[src/rtl/apb_cmd_sequencer_if.sv]
// Signal bundle joining a command host, the sequencer and the downstream APB master.
// The slave modport is the sequencer's view; master is the host/master-side view.
interface apb_cmd_sequencer_if #(
    parameter int DEPTH = 4
) ();
    localparam int LW = $clog2(DEPTH) + 1;

    logic          cmd_valid;
    logic          cmd_ready;
    logic          cmd_rw;
    logic [8:0]    cmd_addr;
    logic [7:0]    cmd_wdata;
    logic          transfer;
    logic          read_write;
    logic [8:0]    apb_write_paddr;
    logic [7:0]    apb_write_data;
    logic [8:0]    apb_read_paddr;
    logic [7:0]    apb_read_dataout;
    logic          rsp_valid;
    logic [8:0]    rsp_addr;
    logic [7:0]    rsp_rdata;
    logic          busy;
    logic [LW-1:0] level;

    modport slave (
        input  cmd_valid, cmd_rw, cmd_addr, cmd_wdata, apb_read_dataout,
        output cmd_ready, transfer, read_write, apb_write_paddr, apb_write_data,
               apb_read_paddr, rsp_valid, rsp_addr, rsp_rdata, busy, level
    );

    modport master (
        output cmd_valid, cmd_rw, cmd_addr, cmd_wdata, apb_read_dataout,
        input  cmd_ready, transfer, read_write, apb_write_paddr, apb_write_data,
               apb_read_paddr, rsp_valid, rsp_addr, rsp_rdata, busy, level
    );
endinterface

[src/rtl/apb_cmd_sequencer.sv]
// Queues host commands in a FIFO and replays each one to an APB master as a fixed-length
// transfer pulse, returning read data as a one-cycle response.
module apb_cmd_sequencer #(
    parameter int DEPTH       = 4,
    parameter int XFER_CYCLES = 2
) (
    input  logic               pclk,
    input  logic               preset,
    apb_cmd_sequencer_if.slave bus
);
    localparam int AW = $clog2(DEPTH);
    localparam int LW = AW + 1;
    localparam int CW = (XFER_CYCLES > 1) ? $clog2(XFER_CYCLES) : 1;
    localparam logic [LW-1:0] LVL_FULL = LW'(DEPTH);
    localparam logic [LW-1:0] LVL_ZERO = LW'(0);
    localparam logic [CW-1:0] CNT_LAST = CW'(XFER_CYCLES - 1);

    typedef enum logic [1:0] {
        S_IDLE = 2'd0,
        S_XFER = 2'd1,
        S_DONE = 2'd2
    } state_t;

    logic [17:0]   r_mem [DEPTH];
    logic [AW-1:0] r_wptr;
    logic [AW-1:0] r_rptr;
    logic [LW-1:0] r_level;
    logic [LW-1:0] w_level_nxt;
    state_t        r_state;
    state_t        w_state_nxt;
    logic [CW-1:0] r_cnt;
    logic [CW-1:0] w_cnt_nxt;
    logic          r_cmd_ready;
    logic          r_busy;
    logic          r_transfer;
    logic          w_transfer_nxt;
    logic          r_read_write;
    logic          w_read_write_nxt;
    logic [8:0]    r_wpaddr;
    logic [8:0]    w_wpaddr_nxt;
    logic [7:0]    r_wdata;
    logic [7:0]    w_wdata_nxt;
    logic [8:0]    r_rpaddr;
    logic [8:0]    w_rpaddr_nxt;
    logic          r_rsp_valid;
    logic          w_rsp_valid_nxt;
    logic [8:0]    r_rsp_addr;
    logic [8:0]    w_rsp_addr_nxt;
    logic [7:0]    r_rsp_rdata;
    logic [7:0]    w_rsp_rdata_nxt;
    logic          w_push;
    logic          w_pop;
    logic          w_last;
    logic [17:0]   w_head;

    // cmd_ready is registered from the level, so a full FIFO never accepts even while popping.
    assign w_push = bus.cmd_valid && r_cmd_ready;
    assign w_pop  = (r_state == S_IDLE) && (r_level != LVL_ZERO);
    assign w_last = (r_cnt == CNT_LAST);
    assign w_head = r_mem[r_rptr];

    // Occupancy update: a simultaneous push and pop leaves the level unchanged.
    always_comb begin
        w_level_nxt = r_level;
        case ({w_push, w_pop})
            2'b10:   w_level_nxt = r_level + LW'(1);
            2'b01:   w_level_nxt = r_level - LW'(1);
            default: w_level_nxt = r_level;
        endcase
    end

    // Command storage; entries need no reset because the pointers define which are valid.
    always_ff @(posedge pclk) begin
        if (w_push) begin
            r_mem[r_wptr] <= {bus.cmd_rw, bus.cmd_addr, bus.cmd_wdata};
        end
    end

    // FIFO pointers, occupancy and the registered ready/busy flags.
    always_ff @(posedge pclk) begin
        if (preset) begin
            r_wptr      <= {AW{1'b0}};
            r_rptr      <= {AW{1'b0}};
            r_level     <= LVL_ZERO;
            r_cmd_ready <= 1'b1;
            r_busy      <= 1'b0;
        end else begin
            if (w_push) begin
                r_wptr <= r_wptr + AW'(1);
            end
            if (w_pop) begin
                r_rptr <= r_rptr + AW'(1);
            end
            r_level     <= w_level_nxt;
            r_cmd_ready <= (w_level_nxt != LVL_FULL);
            r_busy      <= (w_state_nxt != S_IDLE) || (w_level_nxt != LVL_ZERO);
        end
    end

    // FSM state register.
    always_ff @(posedge pclk) begin
        if (preset) begin
            r_state <= S_IDLE;
        end else begin
            r_state <= w_state_nxt;
        end
    end

    // FSM next-state logic.
    always_comb begin
        w_state_nxt = r_state;
        case (r_state)
            S_IDLE: begin
                if (w_pop) begin
                    w_state_nxt = S_XFER;
                end else begin
                    w_state_nxt = S_IDLE;
                end
            end
            S_XFER: begin
                if (w_last) begin
                    w_state_nxt = S_DONE;
                end else begin
                    w_state_nxt = S_XFER;
                end
            end
            S_DONE:  w_state_nxt = S_IDLE;
            default: w_state_nxt = S_IDLE;
        endcase
    end

    // FSM output logic: loads a popped command and captures read data as the pulse ends.
    always_comb begin
        w_transfer_nxt   = r_transfer;
        w_read_write_nxt = r_read_write;
        w_wpaddr_nxt     = r_wpaddr;
        w_wdata_nxt      = r_wdata;
        w_rpaddr_nxt     = r_rpaddr;
        w_rsp_valid_nxt  = 1'b0;
        w_rsp_addr_nxt   = r_rsp_addr;
        w_rsp_rdata_nxt  = r_rsp_rdata;
        w_cnt_nxt        = r_cnt;
        case (r_state)
            S_IDLE: begin
                if (w_pop) begin
                    w_transfer_nxt   = 1'b1;
                    w_read_write_nxt = w_head[17];
                    w_cnt_nxt        = CW'(0);
                    if (w_head[17]) begin
                        w_rpaddr_nxt = w_head[16:8];
                    end else begin
                        w_wpaddr_nxt = w_head[16:8];
                        w_wdata_nxt  = w_head[7:0];
                    end
                end else begin
                    w_transfer_nxt = 1'b0;
                end
            end
            S_XFER: begin
                if (w_last) begin
                    w_transfer_nxt = 1'b0;
                    if (r_read_write) begin
                        w_rsp_valid_nxt = 1'b1;
                        w_rsp_addr_nxt  = r_rpaddr;
                        w_rsp_rdata_nxt = bus.apb_read_dataout;
                    end else begin
                        w_rsp_valid_nxt = 1'b0;
                    end
                end else begin
                    w_cnt_nxt = r_cnt + CW'(1);
                end
            end
            S_DONE:  w_transfer_nxt = 1'b0;
            default: w_transfer_nxt = 1'b0;
        endcase
    end

    // Output and counter registers.
    always_ff @(posedge pclk) begin
        if (preset) begin
            r_cnt        <= CW'(0);
            r_transfer   <= 1'b0;
            r_read_write <= 1'b0;
            r_wpaddr     <= 9'd0;
            r_wdata      <= 8'd0;
            r_rpaddr     <= 9'd0;
            r_rsp_valid  <= 1'b0;
            r_rsp_addr   <= 9'd0;
            r_rsp_rdata  <= 8'd0;
        end else begin
            r_cnt        <= w_cnt_nxt;
            r_transfer   <= w_transfer_nxt;
            r_read_write <= w_read_write_nxt;
            r_wpaddr     <= w_wpaddr_nxt;
            r_wdata      <= w_wdata_nxt;
            r_rpaddr     <= w_rpaddr_nxt;
            r_rsp_valid  <= w_rsp_valid_nxt;
            r_rsp_addr   <= w_rsp_addr_nxt;
            r_rsp_rdata  <= w_rsp_rdata_nxt;
        end
    end

    assign bus.cmd_ready       = r_cmd_ready;
    assign bus.transfer        = r_transfer;
    assign bus.read_write      = r_read_write;
    assign bus.apb_write_paddr = r_wpaddr;
    assign bus.apb_write_data  = r_wdata;
    assign bus.apb_read_paddr  = r_rpaddr;
    assign bus.rsp_valid       = r_rsp_valid;
    assign bus.rsp_addr        = r_rsp_addr;
    assign bus.rsp_rdata       = r_rsp_rdata;
    assign bus.busy            = r_busy;
    assign bus.level           = r_level;
endmodule
[src/flat_wrapper.sv]
// flat-port wrapper written by rule: the top's interface ports become plain ports
module apb_cmd_sequencer_flat 
#(
    parameter int DEPTH       = 4,
    parameter int XFER_CYCLES = 2
)
  (pclk, preset, bus_cmd_valid, bus_cmd_rw, bus_cmd_addr, bus_cmd_wdata, bus_apb_read_dataout, bus_cmd_ready, bus_transfer, bus_read_write, bus_apb_write_paddr, bus_apb_write_data, bus_apb_read_paddr, bus_rsp_valid, bus_rsp_addr, bus_rsp_rdata, bus_busy, bus_level);
  apb_cmd_sequencer_if #(.DEPTH(DEPTH)) bus_i ();
  input  logic pclk;
  input  logic preset;
  input wire logic [$bits(bus_i.cmd_valid)-1:0] bus_cmd_valid;
  input wire logic [$bits(bus_i.cmd_rw)-1:0] bus_cmd_rw;
  input wire logic [$bits(bus_i.cmd_addr)-1:0] bus_cmd_addr;
  input wire logic [$bits(bus_i.cmd_wdata)-1:0] bus_cmd_wdata;
  input wire logic [$bits(bus_i.apb_read_dataout)-1:0] bus_apb_read_dataout;
  output wire logic [$bits(bus_i.cmd_ready)-1:0] bus_cmd_ready;
  output wire logic [$bits(bus_i.transfer)-1:0] bus_transfer;
  output wire logic [$bits(bus_i.read_write)-1:0] bus_read_write;
  output wire logic [$bits(bus_i.apb_write_paddr)-1:0] bus_apb_write_paddr;
  output wire logic [$bits(bus_i.apb_write_data)-1:0] bus_apb_write_data;
  output wire logic [$bits(bus_i.apb_read_paddr)-1:0] bus_apb_read_paddr;
  output wire logic [$bits(bus_i.rsp_valid)-1:0] bus_rsp_valid;
  output wire logic [$bits(bus_i.rsp_addr)-1:0] bus_rsp_addr;
  output wire logic [$bits(bus_i.rsp_rdata)-1:0] bus_rsp_rdata;
  output wire logic [$bits(bus_i.busy)-1:0] bus_busy;
  output wire logic [$bits(bus_i.level)-1:0] bus_level;
  assign bus_i.cmd_valid = bus_cmd_valid;
  assign bus_i.cmd_rw = bus_cmd_rw;
  assign bus_i.cmd_addr = bus_cmd_addr;
  assign bus_i.cmd_wdata = bus_cmd_wdata;
  assign bus_i.apb_read_dataout = bus_apb_read_dataout;
  assign bus_cmd_ready = bus_i.cmd_ready;
  assign bus_transfer = bus_i.transfer;
  assign bus_read_write = bus_i.read_write;
  assign bus_apb_write_paddr = bus_i.apb_write_paddr;
  assign bus_apb_write_data = bus_i.apb_write_data;
  assign bus_apb_read_paddr = bus_i.apb_read_paddr;
  assign bus_rsp_valid = bus_i.rsp_valid;
  assign bus_rsp_addr = bus_i.rsp_addr;
  assign bus_rsp_rdata = bus_i.rsp_rdata;
  assign bus_busy = bus_i.busy;
  assign bus_level = bus_i.level;
  apb_cmd_sequencer #(.DEPTH(DEPTH), .XFER_CYCLES(XFER_CYCLES)) u_core (.pclk(pclk), .preset(preset), .bus(bus_i));
endmodule
[config.mk]
export PLATFORM = sky130hd
export DESIGN_NAME = apb_cmd_sequencer_flat
export DESIGN_NICKNAME = d
export VERILOG_FILES = /design/src/rtl/apb_cmd_sequencer_if.sv /design/src/rtl/apb_cmd_sequencer.sv /design/src/flat_wrapper.sv
export SDC_FILE = /design/constraint.sdc
export NUM_CORES = 1
export LEC_CHECK = 0
export ABC_AREA = 0
export BUFFER_PORTS_ARGS = -buffer_cell sky130_fd_sc_hd__clkbuf_2
export CORE_MARGIN = 8
export CORE_UTILIZATION = 50
export CTS_CLUSTER_DIAMETER = 150
export DETAILED_ROUTE_END_ITERATION = 8
export PLACE_DENSITY = 0.68
export SETUP_SLACK_MARGIN = 0.5
export SYNTH_ARGS = -nofsm -noshare
export SYNTH_HDL_FRONTEND = slang
export SYNTH_SLANG_ARGS = --single-unit
export TNS_END_PERCENT = 30
[constraint.sdc]
create_clock -name pclk -period 2.62 [get_ports pclk]
set_input_delay 0.393 -clock pclk [delete_from_list [all_inputs] [get_ports pclk]]
set_output_delay 0.393 -clock pclk [all_outputs]
set_load 0.03 [all_outputs]
==> results.json <==
{
  "dieHeight_um": 116,
  "path_buf_inv": 2,
  "crit_arrival_ns": 2.51,
  "synth_edf_count": 72,
  "finalNonFillerCells": 592,
  "via_count": 3071,
  "end_kind": "flip-flop",
  "route.met2.wl_mm": 4.59,
  "netlist_area_um2": 5050,
  "drv_slew": 0,
  "synth_cell_type_count": 36,
  "slowest_stage": "or3_4",
  "synth_most_common_cell": "edfxtp_1",
  "setup_tns_ns": 0,
  "detailed_place.area_um2": 5620,
  "antennaDiodeCount": 0,
  "die_w_um": 116,
  "core_area_um2": 9770,
  "gp_congestion": 0.759,
  "fmax_mhz": 473,
  "die_area_um2": 13600,
  "io_buffers": 79,
  "antenna_found_initial": 0,
  "grtUsageTotal": 0.153,
  "cts_sinks": 132,
  "synthArstFlopShare": 0,
  "slowest_delay_ns": 0.39,
  "period_share": 0.807,
  "syn_nets": 391,
  "grt_max_degree": 46,
  "ys_seq_elements": 132,
  "synth_area_leaders": "edfxtp_1, dfxtp_1, mux4_2",
  "cp_cell_sequence": "or3_4, nand2_4, inv_2, ha_4, inv_2, fa_2, xor2_1, or3_4, a221o_1",
  "irDropWorstVdd_v": 0.000466,
  "dpl.hpwl_mm": 6.38,
  "drive_gt1_frac": 0.320,
  "fin_crit_ns": 2.12,
  "min-delay-start": "bus_cmd_wdata[5]",
  "cts_buffers": 17,
  "cp.required_ns": 3.02,
  "crit_family": "simple AND/OR/NAND/NOR gates",
  "finalSetupViolations": 0,
  "nFillCells": 751,
  "start_kind": "flip-flop",
  "io_pins": 80,
  "synth_common_cells": "edfxtp_1, dfxtp_1, nand2_1",
  "final_antenna_net_count": 0,
  "min_path_type": "input pin to flip-flop",
  "status": "finished, final reports clean",
  "dp.cells": 556,
  "areaGrowthSynthToFinish_pct": 23.4,
  "first_iter_violations": 182,
  "startpoint": "u_core.bus.level[1]",
  "clock_path_buffers": 2,
  "min_path_cells": 1,
  "highest_layer": "met4",
  "worstMarginPinSlew_ns": 0.728,
  "finClkSkew_ns": 0.0107,
  "wl_met3_um": 769,
  "start_util": 0.517,
  "routed_wl_mm": 9.73,
  "rows": 36,
  "grt_pass1_wl_mm": 15.6,
  "powerDensity_nw_per_um2": 1110,
  "path_class": "flip-flop to flip-flop",
  "cts.clk_slew.worst_paths_ns": 0.06,
  "multi_input_area_um2": 1610,
  "yosysTopAreaCellShare": 0.428,
  "netlist_instances": 356,
  "relSlewSlack": 0.512,
  "p_leak_uw": 0.00240,
  "hold_viol": 0,
  "r2r_start": "u_core.bus.level[1]",
  "yosysTopAreaCell": "edfxtp_1",
  "seq_area_frac_synth": 0.666,
  "routedWlPerCell_um": 16.4,
  "globalRouteOverflowTotal": 0,
  "htree_num_levels": 4,
  "hold_buffers": 0,
  "seqCellArea_um2": 3370,
  "dr.pass1.iters": 4,
  "postSynthAreaPerCell_um2": 14.2,
  "ys_warn_count": 0,
  "rsz0062_at_grt": "yes",
  "ys.flop_type": "edfxtp_1",
  "hold_slack_ns": 0.0974,
  "finalNetCount": 481,
  "worstRegToRegCells": 9,
  "finalInstanceArea_um2": 6230,
  "crit_cells": 9,
  "drt-met1-wl_mm": 4.23,
  "cts_tree": "done",
  "worst-path-max-fanout": 5,
  "grt_pass1_vias": 3094,
  "clk_latency_ns": 0.51,
  "drv_cap": 0,
  "clockRootBuffer": "clkbuf_8",
  "drc": 0,
  "viasPerCell": 5.19
}
cell type report:
class	count	area share
sequential	132	0.542
multi-input combinational	195	0.258
timing repair buffer	92	0.0791
clock buffer	18	0.0671
tap	133	0.0267
clock inverter	14	0.0223
inverter	8	0.00482
placed cells by master (no fill, tap or decap), types with 3 or more instances in the layout:
cell        count
o21ai_0         4
o31ai_1         9
dfxtp_4         3
clkbuf_16      16
dfxtp_1        57
nand3_1         3
nor2_1          4
a21oi_1        34
clkinv_2        3
nand2b_1       28
or4b_1          8
nand2_1        37
mux4_1          6
mux4_2         12
clkinvlp_4      4
ha_1            4
mux2i_1        18
and3_1          4
clkinv_4        3
buf_4          13
inv_1           6
clkbuf_2       79
edfxtp_1       72
worst paths after layout:
check | slack (ns) | endpoint
worst max-delay path | 0.50 | u_core.bus.cmd_ready
worst min-delay path | 0.1 | u_core.r_mem[3][5]
worst max register to register | 0.50 | u_core.bus.cmd_ready
worst min register to register | 0.46 | u_core.bus.rsp_addr[4]
power breakdown:
group	switching, uW	internal (uW)
Sequential	194	2550
Combinational	1220	809
Clock	836	1340
stage by stage:
| step | setup WS (ns) | util | power, uW |
|---|---|---|---|
| 5_1_grt | 0.408 | 0.637 | 7320 |
| 3_5_place_dp | 0.349 | 0.575 | 4750 |
| 2_1_floorplan | 0.483 | - | 4230 |
| 4_1_cts | 0.514 | 0.637 | 7020 |
| 6_report | 0.505 | 0.637 | 6940 |
| 3_3_place_gp | 0.411 | 0.575 | 4700 |
registers in the layout, summed over array words and instances (netlist names), 3 cells and up, named ones only:
name                        flops
u_core.r_mem                   72
u_core.bus.apb_read_paddr       9
u_core.bus.apb_write_paddr      9
u_core.bus.rsp_addr             9
u_core.bus.apb_write_data       8
u_core.bus.rsp_rdata            8
u_core.bus.level                3
metal layers:
metal  up-vias  track usage
li1       1507            -
met1      1459        0.185
met2        92        0.245
met3        13       0.0502
met4         0       0.0700
met5         -            0
timing repair:
| action | 4_1_cts | 5_1_grt |
|---|---|---|
| setup buffers | 4 | 0 |
| setup endpoints to repair | 2 | 2 |
| hold endpoints to repair | 0 | 0 |
| gates resized for setup | 5 | 0 |
| pin swaps | 3 | 0 |
cell families (layout without fill, tap and decap cells):
kind of cell / after synthesis / after routing / synth area share
buffers and inverters: 29 / 132 / 0.0255
adders and majority gates: 6 / 6 / 0.0164
and+or+nand+nor: 99 / 99 / 0.109
muxes: 36 / 36 / 0.120
xor gates and xnor gates: 3 / 3 / 0.00521
DFF: 132 / 132 / 0.666
AOI/OAI and AO/OA: 51 / 51 / 0.0575
No activity file was read; power rests on OpenSTA's default activity.
